===== src/rtl/dram_bank_state.sv =====
// Per-bank tracker: open flag, active row and a shared T_RCD/T_RP down-counter.
// ready is high once the most recent ACTIVATE/PRECHARGE timing has elapsed.
module dram_bank_state #(
    parameter int ROW_WIDTH = 7,
    parameter int T_RCD     = 1,
    parameter int T_RP      = 1
) (
    input  logic                 clk,
    input  logic                 rst_n,
    input  logic                 clk_en,
    input  logic                 act,
    input  logic                 pre,
    input  logic [ROW_WIDTH-1:0] row_in,
    output logic                 open,
    output logic [ROW_WIDTH-1:0] row,
    output logic                 ready
);

    localparam int T_MAX = (T_RCD > T_RP) ? T_RCD : T_RP;
    localparam int CNT_W = (T_MAX > 1) ? $clog2(T_MAX) : 1;
    localparam logic [CNT_W-1:0] RCD_LOAD = (T_RCD > 0) ? CNT_W'(T_RCD - 1) : '0;
    localparam logic [CNT_W-1:0] RP_LOAD  = (T_RP > 0)  ? CNT_W'(T_RP - 1)  : '0;

    logic                 open_q, open_d;
    logic [ROW_WIDTH-1:0] row_q, row_d;
    logic [CNT_W-1:0]     cnt_q, cnt_d;

    // The command edge itself counts as the first elapsed cycle, hence T-1.
    always_comb begin
        open_d = open_q;
        row_d  = row_q;
        cnt_d  = cnt_q;
        if (clk_en && cnt_q != '0) begin
            cnt_d = cnt_q - CNT_W'(1);
        end
        if (act) begin
            open_d = 1'b1;
            row_d  = row_in;
            cnt_d  = RCD_LOAD;
        end else if (pre && open_q) begin
            open_d = 1'b0;
            cnt_d  = RP_LOAD;
        end
    end

    always_ff @(posedge clk or negedge rst_n) begin
        if (!rst_n) begin
            open_q <= 1'b0;
            row_q  <= '0;
            cnt_q  <= '0;
        end else begin
            open_q <= open_d;
            row_q  <= row_d;
            cnt_q  <= cnt_d;
        end
    end

    assign open  = open_q;
    assign row   = row_q;
    assign ready = (cnt_q == '0);

endmodule


===== config.mk =====
export PLATFORM = sky130hd
export DESIGN_NAME = dram_bank_state
export DESIGN_NICKNAME = d
export VERILOG_FILES = /design/src/rtl/dram_bank_state.sv
export SDC_FILE = /design/constraint.sdc
export NUM_CORES = 1
export LEC_CHECK = 0
export BUFFER_PORTS_ARGS = -buffer_cell sky130_fd_sc_hd__clkbuf_2
export CAP_MARGIN = 30
export CORE_AREA = 2 2 39 41
export DETAILED_ROUTE_END_ITERATION = 10
export DIE_AREA = 0 0 41 43
export GPL_TIMING_DRIVEN = 0
export PLACE_DENSITY = 0.63
export SLEW_MARGIN = 10
export SYNTH_ARGS = -nofsm -noshare
export SYNTH_HDL_FRONTEND = slang
export SYNTH_SLANG_ARGS = --single-unit

===== constraint.sdc =====
create_clock -name clk -period 2.2 [get_ports clk]
set_input_delay 0.22 -clock clk [delete_from_list [all_inputs] [get_ports clk]]
set_output_delay 0.22 -clock clk [all_outputs]
set_load 0.01 [all_outputs]

==> results of run 1 <==
[metrics by stage]
step                      util [%]  hold slack, ns  cells  cell area [um^2]
after CTS                    38.79          0.1298     61             536.8
after global placement       36.17         0.08713     56             500.5
after floorplan                  -        -0.07559     21             385.4
after detailed placement     36.17         0.08207     56             500.5
after global routing         38.79          0.1438     61             536.8
final                        38.79          0.1382     61             536.8
[area by class of cell]
class,count,area share (%)
Inverter,2,1.399
Clock buffer,4,4.895
Timing Repair Buffer,20,19.58
Buffer,1,2.098
Sequential cell,9,41.96
Multi-Input combinational cell,9,26.34
Tap cell,16,3.730
[placed cells by master (no fill, tap or decap), drive strengths merged]
| cell | n |
|---|---|
| a2111oi | 1 |
| a21o | 1 |
| buf | 1 |
| clkbuf | 23 |
| dfrtp | 9 |
| dlygate4sd3 | 1 |
| inv | 2 |
| mux2 | 7 |
[synthesized netlist by cell type, drive strengths merged]
| master | count |
|---|---|
| dfrtp | 9 |
| mux2 | 7 |
| inv | 2 |
| a2111oi | 1 |
| a21o | 1 |
| buf | 1 |
[what timing repair did]
action / 4_1_cts / 5_1_grt
endpoints found under the hold margin: 9 / 0
gates resized for setup: 0 / 0
hold buffers: 1 / 0
[worst min path at each step]
stage / from / endpoint / slack, ns
after floorplan: rst_n / cnt_q / -0.08
after CTS: clk_en / cnt_q / 0.13
after global placement: rst_n / cnt_q / 0.09
after detailed placement: rst_n / cnt_q / 0.08
final: clk_en / cnt_q / 0.14
after global routing: clk_en / cnt_q / 0.14
[registers in the layout, summed over array words and instances (netlist names)]
signal / flops
open: 1
cnt_q: 1
row: 7
[critical path, stage by stage (launching register included)]
cell and delay, ns:
dfrtp_1 0.36, inv_1 0.10, clkbuf_2 0.14
[metal layers]
metal | GRT usage [%] | vias up
li1 | - | 119
met1 | 11.04 | 124
met2 | 14.06 | 4
met3 | 3.141 | 0
met4 | 10.00 | 0
met5 | 0 | -
[where the power goes]
part	internal [uW]	leakage (uW)	switching (uW)
Sequential	180	0.000107	8.84
Clock	69.7	0.0000150	54.6
Combinational	38.6	0.000157	27.1
[logic make-up (layout without fill, tap and decap cells)]
family          Yosys count  in the layout  synth area share (%)
buf+inv                   3             27                 4.871
flops                     9              9                 58.44
compound gates            2              2                 9.417
mux                       7              7                 27.27
==> summary.md, run 1 <==
| Metric | Value |
|---|---|
| # clock sinks | `9` |
| Die Ht | `43 um` |
| Clock buffer depth | `2` |
| Post-Synthesis Net Count | `33` |
| Post-Place Setup Slack | `1.389 ns` |
| Area fraction of the dominant cell type after synthesis | `58.44%` |
| Worst setup endpoint | `ready` |
| Yosys cell types | `6` |
| CTS tree | `yes` |
| Crit path launch | `cnt_q` |
| Core area | `1384 um^2` |
| Initial DRC count | `3` |
| Worst setup path class | `reg -> out` |
| Register area share after synthesis | `58.44%` |
| Metal2 WL | `402 um` |
| Max-cap violations | `0` |
| DRC viols | `0` |
| Final net count | `58` |
| FILL cells | `137` |
| Clock root buffer | `clkbuf_4` |
| Gpl congestion | `0.6397` |
| Actual slew at the worst max-slew pin | `0.2225 ns` |
| Final Slew Violations | `0` |
| Largest net degree at the start of global routing | `10` |
| Setup bufs post-CTS | `0` |
| Setup violators final | `0` |
| Synthesized area | `385.4 um^2` |
| Area leader, netlist | `dfrtp_1` |
| Area grow syn2layout | `39.29%` |
| Final wirelength | `689 um` |
| Top sig layer | `met3` |
| CTS Buf Count | `3` |
| Reg2reg path depth | `1` |
| Post-synthesis area per instance | `18.35 um^2` |
| Row count | `14` |
| Total gr overflow | `0` |
| Diodes inserted | `0` |
| #FFs+latches synth | `9` |
| CP Capture Type | `output port` |
| Met3 Wirelength | `11 um` |
| Crit path max fanout | `2` |
| I/O Pins | `21` |
| Crit path launch type | `flip-flop` |
| Worst r2r dst | `cnt_q` |
| Fin crit period | `1.084 ns` |
| Via-per-instance ratio | `4.049` |
| R2r startpoint | `open` |
| Wire length per cell | `11.30 um` |
| Final worst path period share | `49.26%` |
| Cell Pwr Density | `705.4 nW/um^2` |
| P_leak | `0.0002785 uW` |
| Initial antenna violation count | `0` |
| Setup_tns | `0 ns` |
| Peak VDD IR | `0.2898 mV` |
| Most area-consuming cells after synthesis | `dfrtp_1 (58%), mux2_4 (27%), a2111oi_4 (7.1%)` |
| Via count | `247` |
| WHS Path Cells | `2` |
| DRT Pass-1 Iters | `2` |
| Layout cell share with drive strength beyond 1 | `71.11%` |
| Final hold vios | `0` |
| Die area | `1763 um^2` |
| Hold Path Class | `in -> reg` |
| Req. time, crit path | `1.98 ns` |
| Reg clk slew, reported paths | `0.06 ns` |
| Detail Route Antenna Nets | `0` |
| Syn. warnings | `0` |
| Chip width | `41 um` |
| GRT Util Overall | `10.06%` |
| Register area | `225.2 um^2` |
| Clock skew | `0.00002728 ns` |
| Post-Syn Instances | `21` |
| H-tree depth | `1` |
| Slew margin rel. | `85.17%` |
| Multi-input logic area | `141.4 um^2` |
| Initial core utilization | `27.85%` |
| Design Power | `378.6 uW` |
| M1 WL | `275 um` |
| Vias in the first global route | `271` |
| First-pass GRT wire length | `1.117 mm` |
| RSZ-0062 raised after global routing | `false` |
| Reg2reg setup slack | `1.40 ns` |
| Fmax | `922.7 MHz` |
| Final Worst Setup Slack | `1.116 ns` |
| Status | `finished, final reports clean` |
| Clock Latency Late Sink | `0.25 ns` |
| Worst path arrival time | `0.86 ns` |
| Port Buffers | `19` |
Power figures use the tool's default switching activity.
==> run 2: changes to the inputs <==
- clock period: 2.2 -> 1 ns (I/O delays scaled with it)
==> run 2 against run 1 <==
Utilization stayed put. First-iteration DRC count stayed put. Combinational power is 120% higher. Via count stayed put. Flip-flop and latch count stayed put. Worst hold slack worse by 0.12 ns. Worst setup slack worse by 1.0 ns. Clock power is 120% higher. Global-route usage stayed put. Cell count stayed put. Register-to-register slack worse by 1.2 ns. Clock skew stayed put. Largest cell class unchanged.
==> summary.md, run 2 (synthesis results as in run 1) <==
| Metric | Value |
|---|---|
| Status | `finished, final reports clean` |
| Cell Area, Placed | `500.5 um^2` |
| Beginning of the worst hold path | `clk_en` |
| Cell Pwr Density | `1552 nW/um^2` |
| Row count | `14` |
| Clock buffer depth | `2` |
| Finished Cell Area | `536.8 um^2` |
| Sw frac | `23.92%` |
| CP Capture Type | `output port` |
| Total gr overflow | `0` |
| Post-Place Setup Slack | `0.2126 ns` |
| Gpl congestion | `0.6397` |
| Sequential power share | `49.8%` |
| Final net count | `58` |
| Core area | `1384 um^2` |
| Req. time, crit path | `0.90 ns` |
| Clock Latency Late Sink | `0.25 ns` |
| Largest net degree at the start of global routing | `10` |
| Die Ht | `43 um` |
| DRC viols | `0` |
| Worst path cell trace | `inv_2 > clkbuf_2` |
| Peak VDD IR | `0.6376 mV` |
| Wire length per cell | `11.30 um` |
| Final wirelength | `689 um` |
| Final worst path period share | `92.93%` |
| Area grow syn2layout | `39.29%` |
| GRT Util Overall | `10.06%` |
| Comb pwr share | `17.4%` |
| Setup_tns | `0 ns` |
| Fmax | `1076 MHz` |
| Crit path launch | `cnt_q` |
| Detail Route Antenna Nets | `0` |
| P_leak | `0.0002789 uW` |
| Clock power share | `32.8%` |
| Crit-path slowest cell | `dfrtp_1` |
| Non-filler cells, final | `61` |
| # clock sinks | `9` |
| Hold Path Class | `in -> reg` |
| Max reg flops | `7` |
| Crit-path max cell delay | `0.37 ns` |
| Initial DRC count | `3` |
| Worst path arrival time | `0.83 ns` |
| Crit path launch type | `flip-flop` |
| Most common cell after layout, fill and taps aside | `clkbuf_2` |
| Vias in the first global route | `271` |
| Final hold vios | `0` |
| Register area | `225.2 um^2` |
| Switching Power | `199.2 uW` |
| Via-per-instance ratio | `4.049` |
| Fin Hold WS | `0.01820 ns` |
| Clock skew | `0.00002728 ns` |
| H-tree depth | `1` |
| Max-cap violations | `0` |
| CTS Buf Count | `3` |
| Commonest cells after routing, fill and taps aside | `clkbuf_2 (19), dfrtp_1 (9), mux2_4 (7)` |
| Die area | `1763 um^2` |
| Fin crit period | `0.9293 ns` |
| Port Buffers | `19` |
| First-pass GRT wire length | `1.117 mm` |
| Internal | `633.7 uW` |
| CTS tree | `yes` |
| Clock root buffer | `clkbuf_4` |
| Slew margin rel. | `85.17%` |
| Final Slew Violations | `0` |
| Setup violators final | `0` |
| Chip width | `41 um` |
| Placed Cells | `56` |
| Worst setup path class | `reg -> out` |
| Via count | `247` |
| Setup bufs post-CTS | `0` |
| Initial core utilization | `27.85%` |
| Diodes inserted | `0` |
| RSZ-0062 raised after global routing | `false` |
| DRT Pass-1 Iters | `2` |
| Crit path max fanout | `2` |
| FILL cells | `137` |
| Reg clk slew, reported paths | `0.06 ns` |
| Final Worst Setup Slack | `0.07071 ns` |
| Actual slew at the worst max-slew pin | `0.2225 ns` |
| Initial antenna violation count | `0` |
| R2r startpoint | `open` |
| Multi-input logic area | `141.4 um^2` |
| I/O Pins | `21` |
| Layout cell share with drive strength beyond 1 | `73.33%` |
==> run 2: changes by cell type in the layout (fill, tap and decap cells not counted) <==
| cell | change |
|---|---|
| inv_1 | -1 |
| inv_2 | +1 |
==> run 2: final timing paths <==
path,to,slack (ns),cells past startpoint
max,ready,0.07,2
max reg2reg,cnt_q,0.20,1
max in group asynchronous,row[3],0.56,2
min,cnt_q,0.02,2
min in group asynchronous,cnt_q,0.25,2
min reg2reg,row[1],0.51,1
==> run 2: per-stage QoR <==
stage	power [uW]	utilization, %
finish	833.0	38.79
global route	876.5	38.79
CTS	844.5	38.79
detailed placement	565.1	36.17
global placement	562.8	36.17
floorplan	496.7	-
==> run 2: power by group through the flow <==
stage	Clock (uW)	Sequential [uW]	Combinational, uW
2_1_floorplan	0	435	61.9
3_3_place_gp	0	420	142
3_5_place_dp	0	421	144
4_1_cts	282	415	148
5_1_grt	301	419	156
6_report	273	415	145
==> run 2: final cells by class <==
class / instances / share of cell area, %
Clock buffer: 4 / 4.895
Timing Repair Buffer: 20 / 19.58
Buffer: 1 / 2.098
Multi-Input combinational cell: 9 / 26.34
Inverter: 2 / 1.399
Sequential cell: 9 / 41.96
Tap cell: 16 / 3.730
==> run 2: metal layers <==
metal	vias to the layer above	share of wire (%)	global-route usage [%]	wire length, um
met1	124	40	11.04	275
met3	0	1.6	3.141	11
met5	-	0	0	0
li1	119	-	-	-
met2	4	58	14.06	402
met4	0	0	10.00	0
==> run 2: timing repair <==
action                                  CTS  global route
hold endpoints to repair                  9             0
endpoints found under the setup margin    0             1
gates resized for setup                   0             1
hold buffers                              1             0
==> run 2: critical path, delay by kind of cell, from the launching register on <==
| family | cells | cell delay (ns) |
|---|---|---|
| buf+inv | 2 | 0.21 |
| flops | 1 | 0.37 |
==> run 3: changes to the inputs <==
==> constraint.sdc (replaced) <==
create_clock -name clk -period 1 [get_ports clk]
set_input_delay 0.05 -clock clk [delete_from_list [all_inputs] [get_ports clk]]
set_output_delay 0.05 -clock clk [all_outputs]
set_load 0.01 [all_outputs]
==> run 3 against run 2 <==
Worst setup slack better by 0.018 ns. Sequential share of layout area down 0.77 points. Largest power group unchanged. Critical endpoint unchanged. Register-to-register slack about the same. Sequential power barely moved. Count of clock-buffer cells in the layout stayed put. Worst hold slack worse by 0.0023 ns. Routed wire length is 0.58% higher. Global-route usage is the same.
==> summary.md, run 3 (synthesis results as in run 1) <==
| Metric | Value |
|---|---|
| Status | `finished, final reports clean` |
| Worst setup path class | `reg -> out` |
| Layout cell share with drive strength beyond 1 | `69.57%` |
| Crit-path max cell delay | `0.36 ns` |
| Final wirelength | `693 um` |
| Setup violators final | `0` |
| FILL cells | `138` |
| Initial antenna violation count | `0` |
| Clock skew | `0.00004632 ns` |
| Req. time, crit path | `0.95 ns` |
| Final Worst Setup Slack | `0.08911 ns` |
| Cell Pwr Density | `1524 nW/um^2` |
| CP Capture Type | `output port` |
| GRT Util Overall | `10.06%` |
| Initial core utilization | `27.85%` |
| Final hold vios | `0` |
| CTS tree | `yes` |
| Multi-input logic area | `141.4 um^2` |
| Final worst path period share | `91.09%` |
| Register area | `225.2 um^2` |
| Clock buffer depth | `2` |
| Actual slew at the worst max-slew pin | `0.2225 ns` |
| Largest net degree at the start of global routing | `10` |
| Die Ht | `43 um` |
| DRC viols | `0` |
| Core area | `1384 um^2` |
| # clock sinks | `9` |
| DRT Pass-1 Iters | `4` |
| Port Buffers | `19` |
| Design Power | `833.3 uW` |
| Most common cell after layout, fill and taps aside | `clkbuf_2` |
| Wire length per cell | `11.18 um` |
| Crit path max fanout | `2` |
| Worst path arrival time | `0.86 ns` |
| Setup_tns | `0 ns` |
| H-tree depth | `1` |
| Max-cap violations | `0` |
| Reg clk slew, reported paths | `0.06 ns` |
| Total gr overflow | `0` |
| Row count | `14` |
| Chip width | `41 um` |
| Detail Route Antenna Nets | `0` |
| Peak VDD IR | `0.6377 mV` |
| Fin crit period | `0.9109 ns` |
| WP buf/inv | `2` |
| Commonest cells after routing, fill and taps aside | `clkbuf_2 (19), dfrtp_1 (9), mux2_4 (7)` |
| Via-per-instance ratio | `4.000` |
| Worst path cell trace | `inv_1 > clkbuf_2` |
| Slew margin rel. | `85.16%` |
| Post-Place Setup Slack | `0.2126 ns` |
| Via count | `248` |
| Final net count | `59` |
| Area grow syn2layout | `41.88%` |
| Die area | `1763 um^2` |
| P_leak | `0.0002827 uW` |
| Crit-path slowest cell | `dfrtp_1` |
| Max reg flops | `7` |
| Clock root buffer | `clkbuf_4` |
| Gpl congestion | `0.6397` |
| CTS Buf Count | `3` |
| RSZ-0062 raised after global routing | `false` |
| Clock Latency Late Sink | `0.25 ns` |
| Crit path launch type | `flip-flop` |
| Final Slew Violations | `0` |
| Diodes inserted | `0` |
| Fmax | `1098 MHz` |
| Initial DRC count | `5` |
| Hold Path Class | `in -> reg` |
| First-pass GRT wire length | `1.117 mm` |
| Vias in the first global route | `274` |
| Setup bufs post-CTS | `0` |
| I/O Pins | `21` |
| CP top delay family | `flip-flops` |
## run 3: final timing paths
kind                            startpoint     end  slack (ns)  cells after the start
worst max-delay path                 cnt_q   ready        0.09                      2
worst min-delay path                   pre   cnt_q        0.02                      2
max in group asynchronous            rst_n  row[3]        0.62                      2
worst min register to register      row[1]  row[1]        0.51                      1
min in group asynchronous            rst_n   cnt_q        0.20                      2
worst max register to register        open   cnt_q        0.20                      1
## run 3: repair_timing
action,in CTS,in global routing
hold buffers,2,0
endpoints found under the hold margin,10,0
gates resized for setup,0,0
## run 3: report_power, final
part	switching (uW)	internal [uW]	total [uW]	leakage, uW
registers	19.6	396	415	0.000107
logic	60.2	87.5	148	0.000161
clock network	117	153	271	0.0000150
total	197	636	833	0.000283
## run 3: per-layer routing
layer | part of all wire [%] | GRT usage (%) | up-vias
li1 | - | - | 121
met5 | 0 | 0 | -
met2 | 58 | 14.06 | 4
met1 | 40 | 11.04 | 123
met3 | 1.6 | 3.141 | 0
met4 | 0 | 10.00 | 0
## run 3: layout make-up
cell class,count,share of cell area (%)
inverters,2,1.373
well taps,16,3.661
plain buffers,1,2.059
clock buffers,4,4.805
flip-flops and latches,9,41.19
multi-input cells,9,25.86
repair buffers,21,21.05
## run 3: stage by stage
stage                     util, %  hold WS, ns  area (um^2)  std cells
after floorplan                 -      -0.2456        385.4         21
after global placement      36.17     -0.08287        500.5         56
after detailed placement    36.17     -0.08793        500.5         56
after CTS                   39.51     0.005369        546.8         62
after global routing        39.51      0.01516        546.8         62
final                       39.51      0.01591        546.8         62
